<file path="src/rtl/apb_slave_regfile.sv">
// APB completer fronting a bank of DEPTH 8-bit registers.
// Define APB_SLAVE_WAIT_EN to insert WAIT_CYCLES wait states per transfer.
module apb_slave_regfile #(
  parameter int DEPTH       = 16,
  parameter int WAIT_CYCLES = 2
) (
  input  logic       clk,
  input  logic       rst,
  input  logic       psel,
  input  logic       penable,
  input  logic       pwrite,
  input  logic [7:0] paddr,
  input  logic [7:0] pwdata,
  output logic [7:0] prdata,
  output logic       pready,
  output logic       pslverr
);

  localparam int AW = (DEPTH > 1) ? $clog2(DEPTH) : 1;
  localparam logic [8:0] DEPTH_W = 9'(DEPTH);

  if (DEPTH < 1 || DEPTH > 256) begin : g_depth_chk
    $error("apb_slave_regfile: DEPTH must be 1..256");
  end
  if (WAIT_CYCLES < 1 || WAIT_CYCLES > 15) begin : g_wait_chk
    $error("apb_slave_regfile: WAIT_CYCLES must be 1..15");
  end

  typedef enum logic [1:0] {
    S_IDLE,
`ifdef APB_SLAVE_WAIT_EN
    S_WAIT,
`endif
    S_ACCESS
  } state_t;

  state_t          state_q;
  state_t          state_d;
  logic [AW-1:0]   addr_q;
  logic            wr_q;
  logic            range_ok_q;
  logic [7:0]      mem [DEPTH];

  logic            setup;
  logic            in_range;
  logic [AW-1:0]   idx;
  logic            commit;

  assign setup    = (state_q == S_IDLE) & psel & ~penable;
  assign in_range = {1'b0, paddr} < DEPTH_W;
  assign idx      = paddr[AW-1:0];
  assign commit   = (state_q == S_ACCESS) & psel & penable
                  & wr_q & range_ok_q;

`ifdef APB_SLAVE_WAIT_EN
  logic [3:0] cnt_q;

  always_ff @(posedge clk or negedge rst) begin
    if (!rst) begin
      cnt_q <= 4'd0;
    end else if (setup) begin
      cnt_q <= 4'(WAIT_CYCLES);
    end else if (state_q == S_WAIT) begin
      cnt_q <= cnt_q - 4'd1;
    end
  end
`endif

  always_ff @(posedge clk or negedge rst) begin
    if (!rst) begin
      state_q <= S_IDLE;
    end else begin
      state_q <= state_d;
    end
  end

  always_comb begin
    state_d = state_q;
    pready  = 1'b0;
    pslverr = 1'b0;
    unique case (state_q)
      S_IDLE: begin
`ifdef APB_SLAVE_WAIT_EN
        if (setup) state_d = S_WAIT;
`else
        if (setup) state_d = S_ACCESS;
`endif
      end
`ifdef APB_SLAVE_WAIT_EN
      S_WAIT: begin
        if (!psel) begin
          state_d = S_IDLE;
        end else if (cnt_q == 4'd1) begin
          state_d = S_ACCESS;
        end
      end
`endif
      S_ACCESS: begin
        pready  = 1'b1;
        pslverr = ~range_ok_q;
        // completion or abort both end the transfer
        state_d = S_IDLE;
      end
      default: state_d = S_IDLE;
    endcase
  end

  always_ff @(posedge clk or negedge rst) begin
    if (!rst) begin
      addr_q     <= '0;
      wr_q       <= 1'b0;
      range_ok_q <= 1'b0;
      prdata     <= 8'h00;
    end else if (setup) begin
      addr_q     <= idx;
      wr_q       <= pwrite;
      range_ok_q <= in_range;
      if (!pwrite) begin
        prdata <= in_range ? mem[idx] : 8'h00;
      end
    end
  end

  always_ff @(posedge clk or negedge rst) begin
    if (!rst) begin
      for (int i = 0; i < DEPTH; i++) begin
        mem[i] <= 8'h00;
      end
    end else if (commit) begin
      mem[addr_q] <= pwdata;
    end
  end

endmodule

</file>
<file path="config.mk">
export PLATFORM = sky130hd
export DESIGN_NAME = apb_slave_regfile
export DESIGN_NICKNAME = d
export VERILOG_FILES = /design/src/rtl/apb_slave_regfile.sv
export SDC_FILE = /design/constraint.sdc
export NUM_CORES = 1
export LEC_CHECK = 0
export CAP_MARGIN = 20
export CORE_MARGIN = 2
export CORE_UTILIZATION = 25
export DETAILED_ROUTE_END_ITERATION = 7
export MAX_ROUTING_LAYER = met4
export PLACE_DENSITY = 0.49
export SLEW_MARGIN = 10
export SYNTH_ARGS = -nofsm -noshare
export SYNTH_HDL_FRONTEND = slang
export SYNTH_SLANG_ARGS = --single-unit
export TNS_END_PERCENT = 30
</file>
<file path="constraint.sdc">
create_clock -name clk -period 2.2 [get_ports clk]
set_input_delay 0.33 -clock clk [delete_from_list [all_inputs] [get_ports clk]]
set_output_delay 0.33 -clock clk [all_outputs]
set_load 0.02 [all_outputs]
</file>
==> run metrics, run 1 <==
WS Path Type=flip-flop to primary output; DRC=0; GRT Total Usage=0.121; setup slack after layout=0.194 ns; full die area=27600 um^2; post-synthesis sequential area ratio=0.544; Worst-path clk slew=0.06 ns; PD cells=766 nW/um^2; drt total wl=15300 um; CTS H-tree depth=4; highest routed layer=met4; Die W=166 um; Peak supply drop=0.482 mV; R2R Setup Slk=0.30 ns; number of flops mapped to enable cells by yosys=0; Clock Sinks=143; FILL cells=2589; WP data arrival=1.68 ns; #FFs+latches synth=143; CTS Root Cell=clkbuf_16; Synth Area in Compound Gates=0; min Tclk post-route=2.01 ns; gr ovfl total=0; antenna violations before repair=0; Layout Skew=0.00929 ns; synth warn=0; Pleak=3.93 nW; Bufs on Longest Clock Path=2; pin count of the biggest net entering global routing=54; TritonCTS clock tree=built; area of the multi-input gates=2890 um^2; vias per cell=4.47; most used flip-flop cell after synthesis=dfrtp_1; placed inst area=7610 um^2; via count=3653; Reg area=3580 um^2; fin nets=490; Synth Instances=415; detailed placement HPWL=9930 um; Layout area overhead=26.3%; Synth Area in Adders=0; ANT nets after route=0; Tcrit/Tclk final=0.912; Worst-Skew Late Latency=0.42 ns; Setup Viol. Count Final=0; die height=166 um; worst-path fanout max=6; Core Box Area=26000 um^2; post-synthesis simple-gate area fraction=0.0654; Port Buffers=30; gpl congestion=0.751; relative slew slack=0.557; xor/xnor cell area share of the yosys netlist=0; first-pass GRT wire length=24700 um; DRT Pass-1 Iters=5; final hold slack=0.446 ns; RSZ-0062 raised after global routing=no; I/O Pins=31; CP Capture Type=primary output; crit path launch type=flip-flop; drt wl/cell=18.7 um; HP Class=primary input to async pin; Final Hold Vio Count=0; Initial DRC Count=180; post-synthesis mux area share=0.373; vias in the first global route=4161; clock buffer count from CTS=17; mapped cell area=6580 um^2; Final Power=6.37 mW; Metal-1 WL=7140 um; Synth cell types=29; most common cell in the netlist=dfrtp_1; pre-CTS WS=-0.0889 ns; PostCTS Resize Cnt=0; Yosys top cell area share=0.544; Avg Cell Area, Syn=15.9 um^2; met3 routed WL=347 um; Req. time, crit path=1.87 ns; top cells by count, synth=dfrtp_1, mux2_2, mux4_2; MaxCap Viol Count=0; fmax=0.498 GHz; share of layout cells above drive strength 1=0.541; Final Core Density=0.320; # diodes=0; leading area contributor after synthesis=dfrtp_1; status=finished clean; met2 WL=7600 um; Initial Util=0.253; Worst Tran Pin Value=0.662 ns; syn_nets=436; Final Max Slew Viols=0; Site Rows=59; synth top area cells=dfrtp_1, mux2_2, mux4_2, mux2_4, nand2_1; largest family of logic cells by synthesized area=multiplexers; Layout Cell Area excl Fill=8310 um^2; async set-reset flop share out of synthesis=1.00
==> per-stage QoR <==
step,cells,setup TNS (ns)
after detailed placement,784,-0.368
after global placement,784,-0.429
after floorplan,415,0
after CTS,817,0
final,817,0
after global routing,817,0
==> final cells by class <==
cell class,count,area share
clock buffer,23,0.0587
clock inverter,9,0.0244
multi-input combinational,247,0.347
sequential,143,0.430
tap,335,0.0504
timing repair buffer,60,0.0886
==> state kept, by name, summed over array words and instances (netlist names) <==
register / cells
addr_q: 4
wr_q: 1
mem: 128
prdata: 8
state_q: 1
range_ok_q: 1
==> logic make-up after synthesis <==
logic type	count (synthesis)
AND/OR/NAND/NOR	66
flip-flops	143
multiplexers	181
buffers and inverters	25
==> worst max-delay path, cell delays in order, from the launching register on <==
cell and delay, ns:
dfrtp_1 0.50, nor2b_1 0.15, clkdlybuf4s50_1 0.61
==> where the power goes <==
group	leakage, nW	switching, mW	internal (mW)	total, mW
Sequential	1.98	0.0528	2.67	2.72
Clock	0.338	1.07	2.25	3.32
Combinational	1.61	0.181	0.143	0.324
==> worst paths after layout <==
kind                       startpoint  depth (start not counted)  endpoint
setup / recovery           range_ok_q                          2   pslverr
hold / removal                    rst                          2  mem[117]
setup reg to reg           state_q[0]                          4   mem[96]
hold reg to reg              mem[101]                          1  mem[101]
max in group asynchronous         rst                          3   mem[23]
min in group clk             mem[101]                          1  mem[101]
==> per-layer routing <==
layer  vias up  global-route usage
li1       1635                   -
met1      1957               0.157
met2        46               0.192
met3        15              0.0267
met4         0              0.0334
met5         -                   -
==> cells in the final DEF, fill, tap and decap left out, drive strengths merged, types with 2 or more instances in the layout <==
cell type      netlist  final
clkbuf              15     23
nand2               26     26
buf                 10     31
nand2b               2      2
nor2                12     12
clkinv               0      3
mux2               149    149
clkdlybuf4s50        0     28
nor3b                2      2
dfrtp              143    143
bufinv               0      6
nand3b               2      2
mux4                32     32
or3                  2      2
nand3                9      9
nand4b               2      2
==> repair_timing <==
action | 4_1_cts | 5_1_grt
hold endpoints to repair | 47 | 0
buffers inserted | 0 | 0
hold buffers | 1 | 0
Note: power is estimated with default switching activity, not from simulation.
==> run 2: changes to the inputs <==
ABC_AREA = 1   (was unset)
==> run 2 against run 1 <==
Against the previous run:
- count of clock-buffer cells in the layout is 1 lower
- synthesized cell count rose by 120%
- area after synthesis grew 3.9%
- sequential share of layout area increased by 0.22 points
- design area fell by 0.51%
- largest power group unchanged
- worst setup slack better by 0.15 ns
- via count grew 55%
- wire length up 25%
- die area rose by 3.8%
- critical path type unchanged
- non-clock buffer count rose by 8
- combinational power is 58% higher
==> run metrics, run 2 <==
Avg Cell Area, Syn=7.62 um^2 (was 15.9 um^2); Final Power=6.32 mW (was 6.37 mW); share of layout cells above drive strength 1=0.0779 (was 0.541); Req. time, crit path=1.87 ns (about the same); RSZ-0062 raised after global routing=no (unchanged); # diodes=0 (unchanged); Yosys top cell area share=0.523 (was 0.544); synth top area cells=dfrtp_1, nand2_1, o21ai_0, nand3_1, inv_1 (was dfrtp_1, mux2_2, mux4_2, mux2_4, nand2_1); Most flops, register=mem (unchanged); Port Buffers=30 (unchanged); number of flip-flops in the largest register=128 (unchanged); Layout Cell Area excl Fill=8270 um^2 (was 8310 um^2); DRT Pass-1 Iters=4 (was 5); FILL cells=2882 (was 2589); number of flops mapped to enable cells by yosys=0 (unchanged); Post-CTS Setup Bufs=0 (unchanged); gpl congestion=0.784 (was 0.751); PD cells=764 nW/um^2 (was 766 nW/um^2); Clock Sinks=143 (unchanged); via count=5655 (was 3653); leading area contributor after synthesis=dfrtp_1 (unchanged); final hold slack=0.457 ns (was 0.446 ns); vias in the first global route=5410 (was 4161); MaxCap Viol Count=0 (unchanged); CP Capture Type=primary output (unchanged); Final Core Density=0.308 (was 0.320); detailed placement HPWL=12100 um (was 9930 um); reg2reg start=state_q[0] (unchanged); Reg area=3580 um^2 (unchanged); Core Box Area=26900 um^2 (was 26000 um^2); Synth cell types=16 (was 29); first-pass GRT wire length=31200 um (was 24700 um); fmax=0.539 GHz (was 0.498 GHz); Worst-Skew Late Latency=0.43 ns (was 0.42 ns); relative slew slack=0.575 (was 0.557); Bufs on Longest Clock Path=2 (unchanged); Setup Viol. Count Final=0 (unchanged); end of the critical path=pslverr (unchanged); antenna violations before repair=0 (unchanged); HP Class=primary input to async pin (unchanged); Tcrit/Tclk final=0.843 (was 0.912); WP data arrival=1.53 ns (was 1.68 ns); TritonCTS clock tree=built (unchanged); status=finished clean (unchanged); vias per cell=4.38 (was 4.47); DRC=0 (unchanged); CP peak stage delay=0.60 ns (was 0.61 ns); crit path launch type=flip-flop (unchanged); Initial DRC Count=551 (was 180); WS Path Type=flip-flop to primary output (unchanged); Crit. path cell count=2 (unchanged); async set-reset flop share out of synthesis=1.00 (unchanged); top cells by count, synth=nand2_1, dfrtp_1, o21ai_0 (was dfrtp_1, mux2_2, mux4_2); post-synthesis sequential area ratio=0.523 (was 0.544); Layout area overhead=20.9% (was 26.3%); die height=169 um (was 166 um); drt wl/cell=14.8 um (was 18.7 um); Pleak=3.89 nW (was 3.93 nW); clock buffer count from CTS=17 (unchanged); most common cell after layout, fill and taps aside=nand2_1 (was dfrtp_1); Peak supply drop=0.551 mV (was 0.482 mV); #FFs+latches synth=143 (unchanged); Die W=169 um (was 166 um); fin nets=958 (was 490); Final Max Slew Viols=0 (unchanged); Layout Skew=0.00761 ns (was 0.00929 ns); mapped cell area=6840 um^2 (was 6580 um^2); Worst R2R End=mem[82] (was mem[96]); syn_nets=919 (was 436); worst-path fanout max=3 (was 6); CTS H-tree depth=4 (unchanged); Site Rows=60 (was 59); setup_tns=0 ns (unchanged); placed inst area=7630 um^2 (was 7610 um^2); critical-path cell list=nor2_1, clkdlybuf4s50_1 (was nor2b_1, clkdlybuf4s50_1); most used flip-flop cell after synthesis=dfrtp_1 (unchanged); I/O Pins=31 (unchanged); ANT nets after route=0 (unchanged); full die area=28700 um^2 (was 27600 um^2); Synth Instances=898 (was 415); min Tclk post-route=1.86 ns (was 2.01 ns); CP Buf/Inv Count=1 (unchanged); Final Hold Vio Count=0 (unchanged); GRT Total Usage=0.147 (was 0.121); Largest regs=mem: 128 flops, prdata: 8 flops, addr_q: 4 flops (unchanged); Worst-path clk slew=0.06 ns (about the same); drt total wl=19200 um (was 15300 um); most frequent cells in the layout=nand2_1, dfrtp_1, o21ai_0 (was dfrtp_1, mux2_2, mux4_2); area of the multi-input gates=2530 um^2 (was 2890 um^2); Initial Util=0.254 (was 0.253); gr ovfl total=0 (unchanged); Worst path slowest cell=clkdlybuf4s50_1 (unchanged); pin count of the biggest net entering global routing=65 (was 54); most common cell in the netlist=nand2_1 (was dfrtp_1); CTS Root Cell=clkbuf_16 (unchanged); worst-case reg-to-reg path depth=8 (was 4); worst setup path start=range_ok_q (unchanged); synth warn=0 (unchanged); R2R Setup Slk=0.62 ns (was 0.30 ns); Worst Tran Pin Value=0.637 ns (was 0.662 ns); critical path's top delay family=buffers and inverters (unchanged)
-- run 2: cell types whose count changed after synthesis, sizes merged, moves of 3 or more --
cell	before	now
nand3	9	98
mux2	149	0
nor2	12	9
mux4	32	0
nand2	26	342
nand4	1	4
o21ai	0	132
buf	10	27
inv	0	118
clkbuf	15	21
-- run 2: layer usage --
metal	wire length (um)	track usage
met5	0	-
met4	299	0.0416
met3	750	0.0301
met2	8190	0.211
met1	9910	0.210
-- run 2: repair_timing --
item,CTS,global route
hold buffers,1,0
resized for setup,0,0
hold endpoints to repair,53,0
-- run 2: final cells by class --
| cell class | instances | area share |
|---|---|---|
| inverter | 118 | 0.0535 |
| timing repair buffer | 68 | 0.0797 |
| tap | 341 | 0.0516 |
| clock buffer | 22 | 0.0573 |
| clock inverter | 10 | 0.0192 |
| multi-input combinational | 589 | 0.306 |
| sequential | 143 | 0.433 |
-- run 2: through the flow --
step | setup slack [ns] | instances
final | 0.344 | 1291
after global routing | 0.224 | 1291
after detailed placement | 0.144 | 1258
after floorplan | 0.691 | 898
after CTS | 0.328 | 1291
after global placement | 0.132 | 1258
-- run 2: how the worst min path moves through the flow --
stage | end | start | slack (ns) | depth (start not counted)
5_1_grt | addr_q[0] | paddr[0] | 0.48 | 4
2_1_floorplan | addr_q[0] | rst | 0.03 | 0
3_3_place_gp | mem[80] | rst | 0.36 | 1
4_1_cts | addr_q[0] | paddr[0] | 0.46 | 4
3_5_place_dp | mem[85] | rst | 0.37 | 1
6_report | mem[85] | rst | 0.46 | 2
-- run 2: logic make-up after synthesis --
family	synth area share
AOI/OAI and AO/OA	0.0973
buffers and inverters	0.107
DFF	0.523
and+or+nand+nor	0.273
-- run 2: report_power, final --
part	switching (mW)	internal [mW]	total, mW
clock network	1.13	1.98	3.12
registers	0.0237	2.67	2.69
logic	0.354	0.157	0.511
total	1.51	4.81	6.32
